## config.mk

```make
export PLATFORM = sky130hd
export DESIGN_NAME = mux_scan_n
export DESIGN_NICKNAME = d
export VERILOG_FILES = /design/src/rtl/mux_scan_pkg.sv /design/src/rtl/mux_rr_next.sv /design/src/rtl/mux_scan_n.sv
export SDC_FILE = /design/constraint.sdc
export NUM_CORES = 1
export LEC_CHECK = 0
export CORE_ASPECT_RATIO = 0.9
export CORE_UTILIZATION = 37
export DETAILED_ROUTE_END_ITERATION = 8
export PLACE_DENSITY = 0.73
export SYNTH_ARGS = -nofsm -noshare
export SYNTH_HDL_FRONTEND = slang
export SYNTH_SLANG_ARGS = --single-unit
```

## constraint.sdc

```tcl
create_clock -name clk -period 2.7 [get_ports clk]
set_input_delay 0.54 -clock clk [delete_from_list [all_inputs] [get_ports clk]]
set_output_delay 0.54 -clock clk [all_outputs]
set_load 0.02 [all_outputs]
```

## src/rtl/mux_scan_pkg.sv

```systemverilog
`default_nettype none
// +----------------------------------------------------------------------------+
// | mux_scan_pkg                                                               |
// | Shared FSM state encoding and mode constants for the mux_scan_n block.     |
// | Revision: 1.0                                                              |
// +----------------------------------------------------------------------------+
package mux_scan_pkg;

    typedef enum logic [1:0] {
        IDLE   = 2'd0,
        MANUAL = 2'd1,
        SCAN   = 2'd2
    } state_t;

    localparam logic MODE_MANUAL = 1'b0;
    localparam logic MODE_SCAN   = 1'b1;

endpackage
`default_nettype wire

```

## src/rtl/mux_rr_next.sv

```systemverilog
`default_nettype none
// +----------------------------------------------------------------------------+
// | mux_rr_next                                                                |
// | Combinational round-robin search: next set mask bit strictly after cur,   |
// | wrapping to the lowest set bit when none is higher.                        |
// | Revision: 1.0                                                              |
// +----------------------------------------------------------------------------+
module mux_rr_next
    import mux_scan_pkg::*;
#(
    parameter int N_CH  = 4,
    parameter int SEL_W = 2
) (
    input  logic [N_CH-1:0]  i_mask,
    input  logic [SEL_W-1:0] i_cur,
    output logic [SEL_W-1:0] o_next,
    output logic             o_wrap,
    output logic             o_any
);

    logic             w_hi_found;
    logic             w_lo_found;
    logic [SEL_W-1:0] w_hi_idx;
    logic [SEL_W-1:0] w_lo_idx;

    // Descending walk: the last hit recorded is the lowest qualifying index.
    always_comb begin
        w_hi_found = 1'b0;
        w_lo_found = 1'b0;
        w_hi_idx   = '0;
        w_lo_idx   = '0;
        for (int k = N_CH - 1; k >= 0; k--) begin
            if (i_mask[k]) begin
                w_lo_found = 1'b1;
                w_lo_idx   = SEL_W'(k);
                if (k > int'(i_cur)) begin
                    w_hi_found = 1'b1;
                    w_hi_idx   = SEL_W'(k);
                end
            end
        end
    end

    assign o_next = w_hi_found ? w_hi_idx : w_lo_idx;
    assign o_wrap = w_lo_found && !w_hi_found;
    assign o_any  = w_lo_found;

endmodule
`default_nettype wire

```

## src/rtl/mux_scan_n.sv

```systemverilog
`default_nettype none
// +----------------------------------------------------------------------------+
// | mux_scan_n                                                                 |
// | N-channel WIDTH-bit registered mux with manual select and round-robin     |
// | dwell scan. Optional MUX_SCAN_PARITY_EN adds registered even-parity y_par. |
// | Revision: 1.0                                                              |
// +----------------------------------------------------------------------------+
module mux_scan_n
    import mux_scan_pkg::*;
#(
    parameter  int N_CH  = 4,
    parameter  int WIDTH = 8,
    parameter  int DWELL = 4,
    localparam int SEL_W = (N_CH > 1) ? $clog2(N_CH) : 1
) (
    input  logic                  clk,
    input  logic                  rst,
    input  logic [N_CH*WIDTH-1:0] i,
    input  logic [SEL_W-1:0]      s,
    input  logic                  mode,
    input  logic                  en,
    input  logic [N_CH-1:0]       ch_mask,
    output logic [WIDTH-1:0]      y,
    output logic                  y_valid,
    output logic [SEL_W-1:0]      cur_ch,
    output logic                  wrap
`ifdef MUX_SCAN_PARITY_EN
   ,output logic                  y_par
`endif
);

    localparam int               CNT_W        = $clog2(DWELL + 1);
    localparam logic [CNT_W-1:0] c_dwell_last = CNT_W'(DWELL - 1);

    state_t           r_state;
    logic [CNT_W-1:0] r_dwell;
    logic             r_live;
    logic [WIDTH-1:0] r_y;
    logic             r_valid;
    logic [SEL_W-1:0] r_cur;
    logic             r_wrap;

    logic [SEL_W-1:0] w_rr_next;
    logic             w_rr_wrap;
    logic             w_any;
    logic             w_cur_on;
    logic             w_entry;
    logic             w_advance;
    logic [SEL_W-1:0] w_entry_ch;
    logic [SEL_W-1:0] w_tgt;
    logic [WIDTH-1:0] w_tgt_data;
    logic             w_tgt_on;

    mux_rr_next #(
        .N_CH  (N_CH),
        .SEL_W (SEL_W)
    ) u_rr_next (
        .i_mask (ch_mask),
        .i_cur  (r_cur),
        .o_next (w_rr_next),
        .o_wrap (w_rr_wrap),
        .o_any  (w_any)
    );

    always_comb begin
        w_cur_on = 1'b0;
        for (int k = 0; k < N_CH; k++) begin
            if (int'(r_cur) == k) w_cur_on = ch_mask[k];
        end
    end

    // r_live is cleared by manual mode and by an empty mask, so the next scan
    // cycle re-enters at the lowest enabled index >= cur_ch instead of resuming.
    assign w_entry_ch = w_cur_on ? r_cur : w_rr_next;
    assign w_entry    = (r_state == MANUAL) || !r_live;
    assign w_advance  = (r_dwell == c_dwell_last);

    always_comb begin
        if (mode == MODE_MANUAL) w_tgt = s;
        else if (w_entry)        w_tgt = w_entry_ch;
        else if (w_advance)      w_tgt = w_rr_next;
        else                     w_tgt = r_cur;
    end

    // Out-of-range indices match no channel: data stays 0 and valid stays low.
    always_comb begin
        w_tgt_data = '0;
        w_tgt_on   = 1'b0;
        for (int k = 0; k < N_CH; k++) begin
            if (int'(w_tgt) == k) begin
                w_tgt_data = i[k*WIDTH +: WIDTH];
                w_tgt_on   = (mode == MODE_MANUAL) || ch_mask[k];
            end
        end
    end

`ifdef MUX_SCAN_PARITY_EN
    logic r_y_par;
    assign y_par = r_y_par;
`endif

    always_ff @(posedge clk or posedge rst) begin
        if (rst) begin
            r_state <= IDLE;
            r_dwell <= '0;
            r_live  <= 1'b0;
            r_y     <= '0;
            r_valid <= 1'b0;
            r_cur   <= '0;
            r_wrap  <= 1'b0;
`ifdef MUX_SCAN_PARITY_EN
            r_y_par <= 1'b0;
`endif
        end else begin
            r_wrap <= 1'b0;
            if (!en) begin
                r_state <= IDLE;
            end else if (mode == MODE_SCAN && !w_any) begin
                r_state <= SCAN;
                r_dwell <= '0;
                r_live  <= 1'b0;
                r_valid <= 1'b0;
`ifdef MUX_SCAN_PARITY_EN
                r_y_par <= 1'b0;
`endif
            end else begin
                r_cur   <= w_tgt;
                r_y     <= w_tgt_data;
                r_valid <= w_tgt_on;
`ifdef MUX_SCAN_PARITY_EN
                r_y_par <= w_tgt_on & (^w_tgt_data);
`endif
                if (mode == MODE_MANUAL) begin
                    r_state <= MANUAL;
                    r_dwell <= '0;
                    r_live  <= 1'b0;
                end else begin
                    r_state <= SCAN;
                    r_live  <= 1'b1;
                    if (w_entry) begin
                        r_dwell <= '0;
                    end else if (w_advance) begin
                        r_dwell <= '0;
                        r_wrap  <= w_rr_wrap;
                    end else begin
                        r_dwell <= r_dwell + CNT_W'(1);
                    end
                end
            end
        end
    end

    assign y       = r_y;
    assign y_valid = r_valid;
    assign cur_ch  = r_cur;
    assign wrap    = r_wrap;

endmodule
`default_nettype wire

```

== Word level (Yosys, flattened, before mapping) ==
Cells that the tools add are included.
Word-level totals
  word-level logic and storage cells: 86
  input bits: 42
  output and inout port bits: 12
  register bits after elaboration: 18
Cells by class
  order comparisons: 3
  add/subtract/negate cells: 1
  bitwise gates (word level): 2
  multiplexer cells: 52
  reduce and logical (&&, ||, !) cells: 13
  equality and inequality tests: 8
Operators by type and width (count)
  2-bit 2-to-1 mux: 18
  8-bit 2-to-1 mux: 4
  1-bit 2-to-1 mux: 26
  3-bit 2-to-1 mux: 4
  2-bit == test, second input constant: 4
  2-bit by 1-bit == test with 1-bit output, second input constant: 3
  1-bit logical OR: 5
  2-bit > comparator, first input constant: 2
  2-bit zero test: 2
  3-bit by 1-bit adder with 3-bit output, second input constant: 1
  3-bit by 2-bit == test with 1-bit output, second input constant: 1
  1-bit zero test: 3
  1-bit by 2-bit > comparator with 1-bit output, first input constant: 1
  1-bit logical AND: 2
  1-bit inverter: 2
  2-bit AND reduction: 1

== Depth between registers and ports, before layout ==
Gate-level depths: netlist of the first run.
  word-level depth: 17
  depth in mapped cells: 8
  depth with buffers taken out: 7

== Modules after synthesis ==
From an unflattened synthesis of the first run, not the netlist that was laid out.
Unflattened totals
  cells, all modules: 125
  area total of the unflattened synthesis: 1216.2 um^2
Modules (own cells, without submodules)
  mux_scan_n: cells an instance 108, area each 1113.6 um^2, seq. area each 450.4 um^2, times used 1
  mux_rr_next: cells an instance 17, area each 102.6 um^2, seq. area each 0.0 um^2, times used 1

== Worst setup path before layout of the first run ==
No wires, ideal clock.
  path type: register to register
  start point: reg r_cur[1] (netlist: cur_ch[1])
  end point: reg r_y[0] (netlist: y[0])
  setup slack: 0.619 ns
  buffers on the path: 0
  clock period less this slack: 2.081 ns
  stages on the path, launching flop included: 7
  arrival time: 1.945 ns
  library setup time: 0.136 ns
  data required time: 2.564 ns
  cells stage by stage: dfrtp_1 mux4_2 o21ai_2 nand4_2 and3_1 a2111oi_2 a211oi_2
Between the ends
  longest elaborated chain between the ends: 16
  elaborated cells between the ends (all ways): 36
  those cells by class: order compare: 3; eq/ne: 6; mux: 25; reduce/logical: 2
Ends and longest elaborated chain
  start, declared: RTL line mux_scan_n.sv:40  | logic [SEL_W-1:0] r_cur;
  start signal, assigned: RTL line mux_scan_n.sv:127  | r_cur <= w_tgt;
  2-bit > comparator: RTL line mux_rr_next.sv:36  | if (k > int'(i_cur)) begin
  2-bit 2-to-1 mux / 1-bit 2-to-1 mux (equally long branches): RTL line mux_rr_next.sv:36
  2-bit 2-to-1 mux / 1-bit 2-to-1 mux (equally long branches): RTL line mux_rr_next.sv:33  | if (i_mask[k]) begin
  2-bit 2-to-1 mux / 1-bit 2-to-1 mux (equally long branches): RTL line mux_rr_next.sv:36
  2-bit 2-to-1 mux / 1-bit 2-to-1 mux (equally long branches): RTL line mux_rr_next.sv:33
  2-bit 2-to-1 mux / 1-bit 2-to-1 mux (equally long branches): RTL line mux_rr_next.sv:36
  2-bit 2-to-1 mux / 1-bit 2-to-1 mux (equally long branches): RTL line mux_rr_next.sv:33
  2-bit 2-to-1 mux: RTL line mux_rr_next.sv:44  | assign o_next = w_hi_found ? w_hi_idx : w_lo_idx;
  2-bit 2-to-1 mux (on tied branches): RTL line mux_scan_n.sv:81, mux_scan_n.sv:74
  2-bit 2-to-1 mux *: RTL line mux_scan_n.sv:80  | else if (w_entry) w_tgt = w_entry_ch;
  2-bit 2-to-1 mux *: RTL line mux_scan_n.sv:79  | if (mode == MODE_MANUAL) w_tgt = s;
  2-bit zero test: RTL line mux_scan_n.sv:90  | if (int'(w_tgt) == k) begin
  8-bit 2-to-1 mux (3 in a row): RTL line mux_scan_n.sv:90
  8-bit 2-to-1 mux *: RTL line mux_scan_n.sv:90
  end signal, assigned: RTL line mux_scan_n.sv:128  | r_y <= w_tgt_data;
  end, declared: RTL line mux_scan_n.sv:38  | logic [WIDTH-1:0] r_y;
Mark *: on every way between the ends. The rest lies on a longest branch, timed or not.
A chain may end at the register's enable or synchronous reset.

== Final worst setup path of the first run ==
  start point: in ch_mask[0]
  end point: reg r_y[3] (netlist: y[3])
Between the ends
  longest elaborated chain between the ends: 12
  elaborated cells between the ends (all ways): 23
  those cells by class: eq/ne: 3; mux: 15; bitwise: 1; reduce/logical: 4
Ends and longest elaborated chain
  start, declared: RTL line mux_scan_n.sv:22  | input logic [N_CH-1:0] ch_mask,
  1-bit 2-to-1 mux (4 in a row): RTL line mux_scan_n.sv:68  | if (int'(r_cur) == k) w_cur_on = ch_mask[k];
  2-bit 2-to-1 mux: RTL line mux_scan_n.sv:74  | assign w_entry_ch = w_cur_on ? r_cur : w_rr_next;
  2-bit 2-to-1 mux: RTL line mux_scan_n.sv:80
  2-bit 2-to-1 mux: RTL line mux_scan_n.sv:79
  2-bit zero test: RTL line mux_scan_n.sv:90
  8-bit 2-to-1 mux (4 in a row): RTL line mux_scan_n.sv:90
Parallel ways exist; a longest one is shown, timed or not.

==> results.ini, run 1 <==
[setup_path]
cp.required_ns=2.84
critical_path.slowest_cell=clkdlybuf4s50_1
end_kind=flip-flop
arrival_ns=2.66
cp_max_fo=9
cp-start-kind=input pin
path_cells=clkdlybuf4s50_1, mux4_2, o21ai_2, nand4_2, and3_1, a2111oi_2, a211oi_2
worstSetupPathType=input pin to flip-flop
slowest_delay_ns=0.51

[sta]
whs_ns=0.514
max_freq_mhz=398
tightest_slew_ns=0.731
max-slew-margin-rel_pct=51.2
rsz0062_at_grt=false
final_max_slew_viol_count=0
period_share_pct=93.1
min_period_ns=2.51
hold_violations=0
setup_violations=0
fin_skew_ns=0.0106

[pwr]
powerDensity_nw_per_um2=535
vdd_drop_max_mv=0.295
p_total_mw=1.14
power.leakage_nw=0.875

[die]
row_count=20
die_x_um=66.8
core_area_um2=3480
ios=54
die_h_um=60.3
die-area_um2=4020
start_util_pct=40.1

[logic_synthesis]
synth_top_area_share_pct=32.3
yosys-top-cells-area=dfrtp_1 (32%), a2111oi_2 (6.5%), a211oi_2 (6.3%)
seq_area_frac_synth_pct=32.3
syn_area_um2=1400
synth_edf_count=0
synth_area_per_cell_um2=9.83
ys_warn_count=0
ys.flop_type=dfrtp_1
yosysTopAreaCell=dfrtp_1
syn_inst=142
synth.distinct_cells=53
synth_fp_nets=185
ys_ff_latch=18
async_flop_share_pct=100

[detailed_routing]
postRouteAntennaNets=0
drt-pass1-iter-count=7
route.vias.total=1426
wl_per_cell_um=16.6
wirelength_um=4220
vias_per_cell=5.61
drtIter0Drc=88
drc=0

[placement]
portBuffers=53
gp_congestion=0.883
dpl.cell_count=250
hpwl_um=3280
post_dp_cell_area_um2=2080

[flow_run]
cap_violations=0

[layout]
final_cell_area_um2=2140
area_growth_pct=53.0
final_nets=254
final_cell_count_no_fill=254
antenna_cells=0
drive_above_1_share_pct=27.6

[global_routing]
grt_antenna_before_repair=0
grt_first_pass_wirelength_um=6550
grt_max_degree=19
grt_pass1_vias=1414
track_usage_pct=22.0
overflow=0

[clock_network]
cts_hold_buffers=0
numCtsBuffers=3
post_cts_buffers=0
cts_max_level=1
path_clk_slew_ns=0.08
clockBufferDepth=2
cts_resized=0
clk_latency_ns=0.26
cts.sinks=18
cts_root_buffer=clkbuf_8
cts_tree=built

[worst_hold_path]
hold_path.class=flip-flop to flip-flop

[outcome]
status=complete, no violations

## area by class of cell
type	count	area (um2)
tap	44	55.1
clock buffer	4	55.1
timing repair buffer	70	671
sequential	18	450
inverter	6	22.5
multi-input combinational	112	882
fill	308	1340
## per-layer routing
| layer | GRT usage, % | share of wire (%) |
|---|---|---|
| met1 | 27.8 | 43 |
| met2 | 37.7 | 51 |
| met3 | 4.39 | 5.1 |
| met4 | 6.69 | 1.3 |
| met5 | 0 | 0 |
## flip-flops by register name, indices dropped and copies added (netlist names)
name	flops
cur_ch	2
r_live	1
wrap	1
y	8
y_valid	1
r_state	2
r_dwell	3
## synthesized netlist by cell type, types with 2 or more instances
library cell / n
dfrtp_1: 18
nor2_1: 13
a21oi_1: 11
a211oi_2: 7
and3_1: 7
nand2_1: 7
nand2_2: 7
a2111oi_2: 6
inv_1: 5
nand2b_1: 4
o21ai_0: 4
buf_2: 3
nor2b_1: 3
a221oi_1: 2
and2b_1: 2
buf_6: 2
nand3_1: 2
o21ai_1: 2
o32ai_1: 2
or2_1: 2
## final timing paths
check                            from       to  slack [ns]  cells past startpoint
max in group asynchronous         rst     y[6]        1.53                      2
min                           y_valid  y_valid        0.51                      2
max                        ch_mask[0]     y[3]        0.19                      7
min in group asynchronous         rst     wrap        0.69                      2
min reg2reg                   y_valid  y_valid        0.51                      2
max reg2reg                 cur_ch[1]     y[3]        0.34                      6
## worst max-delay path, delay by kind of cell
family	cells	cell delay, ns
mux	1	0.50
simple gates	2	0.57
buf+inv	1	0.51
compound gates	3	0.53
## cells in the final DEF, fill, tap and decap left out, types with 2 or more instances in the layout
master	count
o21ai_0	4
nor2_1	13
a221oi_1	2
a21oi_1	11
a211oi_2	7
buf_4	16
clkbuf_8	4
nor2b_1	3
or2_1	2
a2111oi_2	6
inv_1	5
and3_1	7
and2b_1	2
o32ai_1	2
nand2_2	7
nand2_1	7
dfrtp_1	18
nand2b_1	4
clkdlybuf4s50_1	53
o21ai_1	2
nand3_1	2
## cell families after synthesis
kind of cell	Yosys count	synth area share (%)
adders and majority gates	1	0.896
buffers and inverters	12	4.57
and+or+nand+nor	57	23.8
muxes	3	3.14
DFF	18	32.3
AOI/OAI and AO/OA	51	35.3
## power breakdown
group          switching, mW  internal, mW  leakage (nW)
Clock                  0.104         0.130        0.0288
Sequential            0.0432         0.315         0.218
Combinational          0.275         0.277         0.629
## per-stage QoR
step | utilization, % | setup TNS (ns) | setup slack [ns]
6_report | 61.4 | 0 | 0.186
2_1_floorplan | - | 0 | 0.619
3_5_place_dp | 59.8 | -0.217 | -0.0725
5_1_grt | 61.4 | 0 | 0.0431
3_3_place_gp | 59.8 | -0.0216 | -0.0216
4_1_cts | 61.4 | 0 | 0.189
(Power assumes the default switching activity.)
==> run 2: changes to the inputs <==
ABC_AREA = 1   (was unset)
PLACE_DENSITY = 0.74   (was 0.73)
==> results.ini, run 2 <==
[logic_synthesis]
yosysTopAreaCell=dfrtp_1
yosys-top-cells-area=dfrtp_1 (33%), nand2_1 (13%), nand3_1 (9.2%)
ys_ff_latch=18
synth_fp_nets=233
seq_area_frac_synth_pct=33.0
synth.distinct_cells=30
synth_common_cells=nand2_1 (49), nand3_1 (25), nor2_1 (24)
syn_area_um2=1360
synth_most_common_cell=nand2_1
syn_inst=190
ys.flop_type=dfrtp_1
synth_edf_count=0
async_flop_share_pct=100
ys_warn_count=0
synth_area_per_cell_um2=7.18
synth_top_area_share_pct=33.0

[layout]
largest_register_ffs=8
drive_above_1_share_pct=12.8
area_growth_pct=42.6
final_nets=286
final_cell_count_no_fill=286
antenna_cells=0
layout_common_cells=clkdlybuf4s50_1 (53), nand2_1 (49), nand3_1 (25)
layout_commonest_cell=clkdlybuf4s50_1
final_cell_area_um2=1940
utilization_pct=56.3
n_fill_cell=337

[pwr]
p_total_mw=1.02
pwr-share-comb_pct=44.9
p_int_uw=640
power.leakage_nw=0.896
powerDensity_nw_per_um2=522
vdd_drop_max_mv=0.202
clkPwrFrac_pct=21.6
switching_share_pct=37.0
power.switching_uw=376
p_seq_share_pct=33.4

[setup_path]
arrival_ns=2.40
worstSetupPathType=input pin to flip-flop
slowest_delay_ns=0.50
end_kind=flip-flop
crit_top_cell=nand2_1
cp.required_ns=2.85
cp-start-kind=input pin
cp_max_fo=20
path_cells=clkdlybuf4s50_1, inv_2, o21ai_0, nand2_1, o21ai_1, inv_1, nand2_2, nand3_4, nand2_4, inv_6, o21ai_2, nand3_1, nand2_1, nand2_1
critical_path.slowest_cell=clkdlybuf4s50_1

[clock_network]
cts_tree=built
cts_hold_buffers=0
post_cts_buffers=0
cts.sinks=18
path_clk_slew_ns=0.07
numCtsBuffers=3
clockBufferDepth=2
cts_resized=0
clk_latency_ns=0.26
cts_root_buffer=clkbuf_8
cts_max_level=1

[sta]
period_share_pct=83.5
tightest_slew_ns=0.638
rsz0062_at_grt=false
hold_violations=0
fin_setup_tns_ns=0
min_period_ns=2.26
setup_violations=0
final_max_slew_viol_count=0
fin_skew_ns=0.00119
max-slew-margin-rel_pct=57.4
max_freq_mhz=443

[placement]
gp_congestion=0.877
dpl.cell_count=282
post_dp_cell_area_um2=1890
hpwl_um=2670
portBuffers=53

[worst_hold_path]
hold_path.class=flip-flop to flip-flop

[global_routing]
grt_first_pass_wirelength_um=5320
track_usage_pct=17.7
grt_max_degree=21
overflow=0
grt_antenna_before_repair=0
grt_pass1_vias=1194

[detailed_routing]
route.vias.total=1379
drc=0
wirelength_um=3320
drt-pass1-iter-count=4
postRouteAntennaNets=0
vias_per_cell=4.82
drtIter0Drc=75
wl_per_cell_um=11.6

[die]
die_x_um=66.0
die-area_um2=3930
die_h_um=59.6
ios=54
core_area_um2=3450
row_count=20
start_util_pct=39.5

[outcome]
status=complete, no violations

[flow_run]
cap_violations=0

-- run 2: area by class of cell --
class | instances | area [um2] | share of cell area, %
clock buffer | 4 | 55.1 | 2.83
inverter | 21 | 88.8 | 4.57
tap | 44 | 55.1 | 2.83
timing repair buffer | 54 | 538 | 27.7
multi-input combinational | 145 | 757 | 38.9
sequential | 18 | 450 | 23.2
-- run 2: metrics by stage --
step / setup slack (ns) / hold slack, ns
2_1_floorplan: 0.955 / 0.464
3_3_place_gp: 0.263 / 0.472
3_5_place_dp: 0.221 / 0.473
4_1_cts: 0.466 / 0.491
5_1_grt: 0.271 / 0.516
6_report: 0.445 / 0.492
-- run 2: power groups by stage --
stage | Combinational (mW) | Clock (mW) | Sequential [mW]
after floorplan | 0.259 | 0 | 0.383
after global placement | 0.454 | 0 | 0.344
after detailed placement | 0.457 | 0 | 0.343
after CTS | 0.458 | 0.223 | 0.339
after global routing | 0.503 | 0.231 | 0.344
final | 0.456 | 0.220 | 0.340
-- run 2: worst max-delay path: cells and delay by family --
family / cells / cell delay [ns]
buffers and inverters: 4 / 0.69
AND/OR/NAND/NOR: 7 / 0.78
AO/OA/AOI/OAI: 3 / 0.39
-- run 2: final timing paths --
| check | startpoint | endpoint | slack (ns) | cells after the start |
|---|---|---|---|---|
| min in group asynchronous | rst | y[0] | 0.67 | 2 |
| hold / removal | y[0] | y[0] | 0.49 | 2 |
| setup reg to reg | r_dwell[0] | y[4] | 0.74 | 13 |
| setup / recovery | ch_mask[2] | y[4] | 0.44 | 14 |
| hold reg to reg | y[0] | y[0] | 0.49 | 2 |
| max in group asynchronous | rst | wrap | 1.62 | 2 |
-- run 2: cells by family after synthesis --
logic type      Yosys count  share of synthesized area, %
fa+ha+maj                 1                         0.917
compound gates           25                          11.9
buf+inv                  27                          11.5
flops                    18                          33.0
simple gates            119                          42.7
-- run 2: per-layer routing --
layer	vias to the layer above	routed length, um	GRT usage [%]
met2	40	1480	25.8
met5	-	0	0
li1	730	-	-
met3	5	137	0.962
met1	604	1640	26.8
met4	0	59	8.21
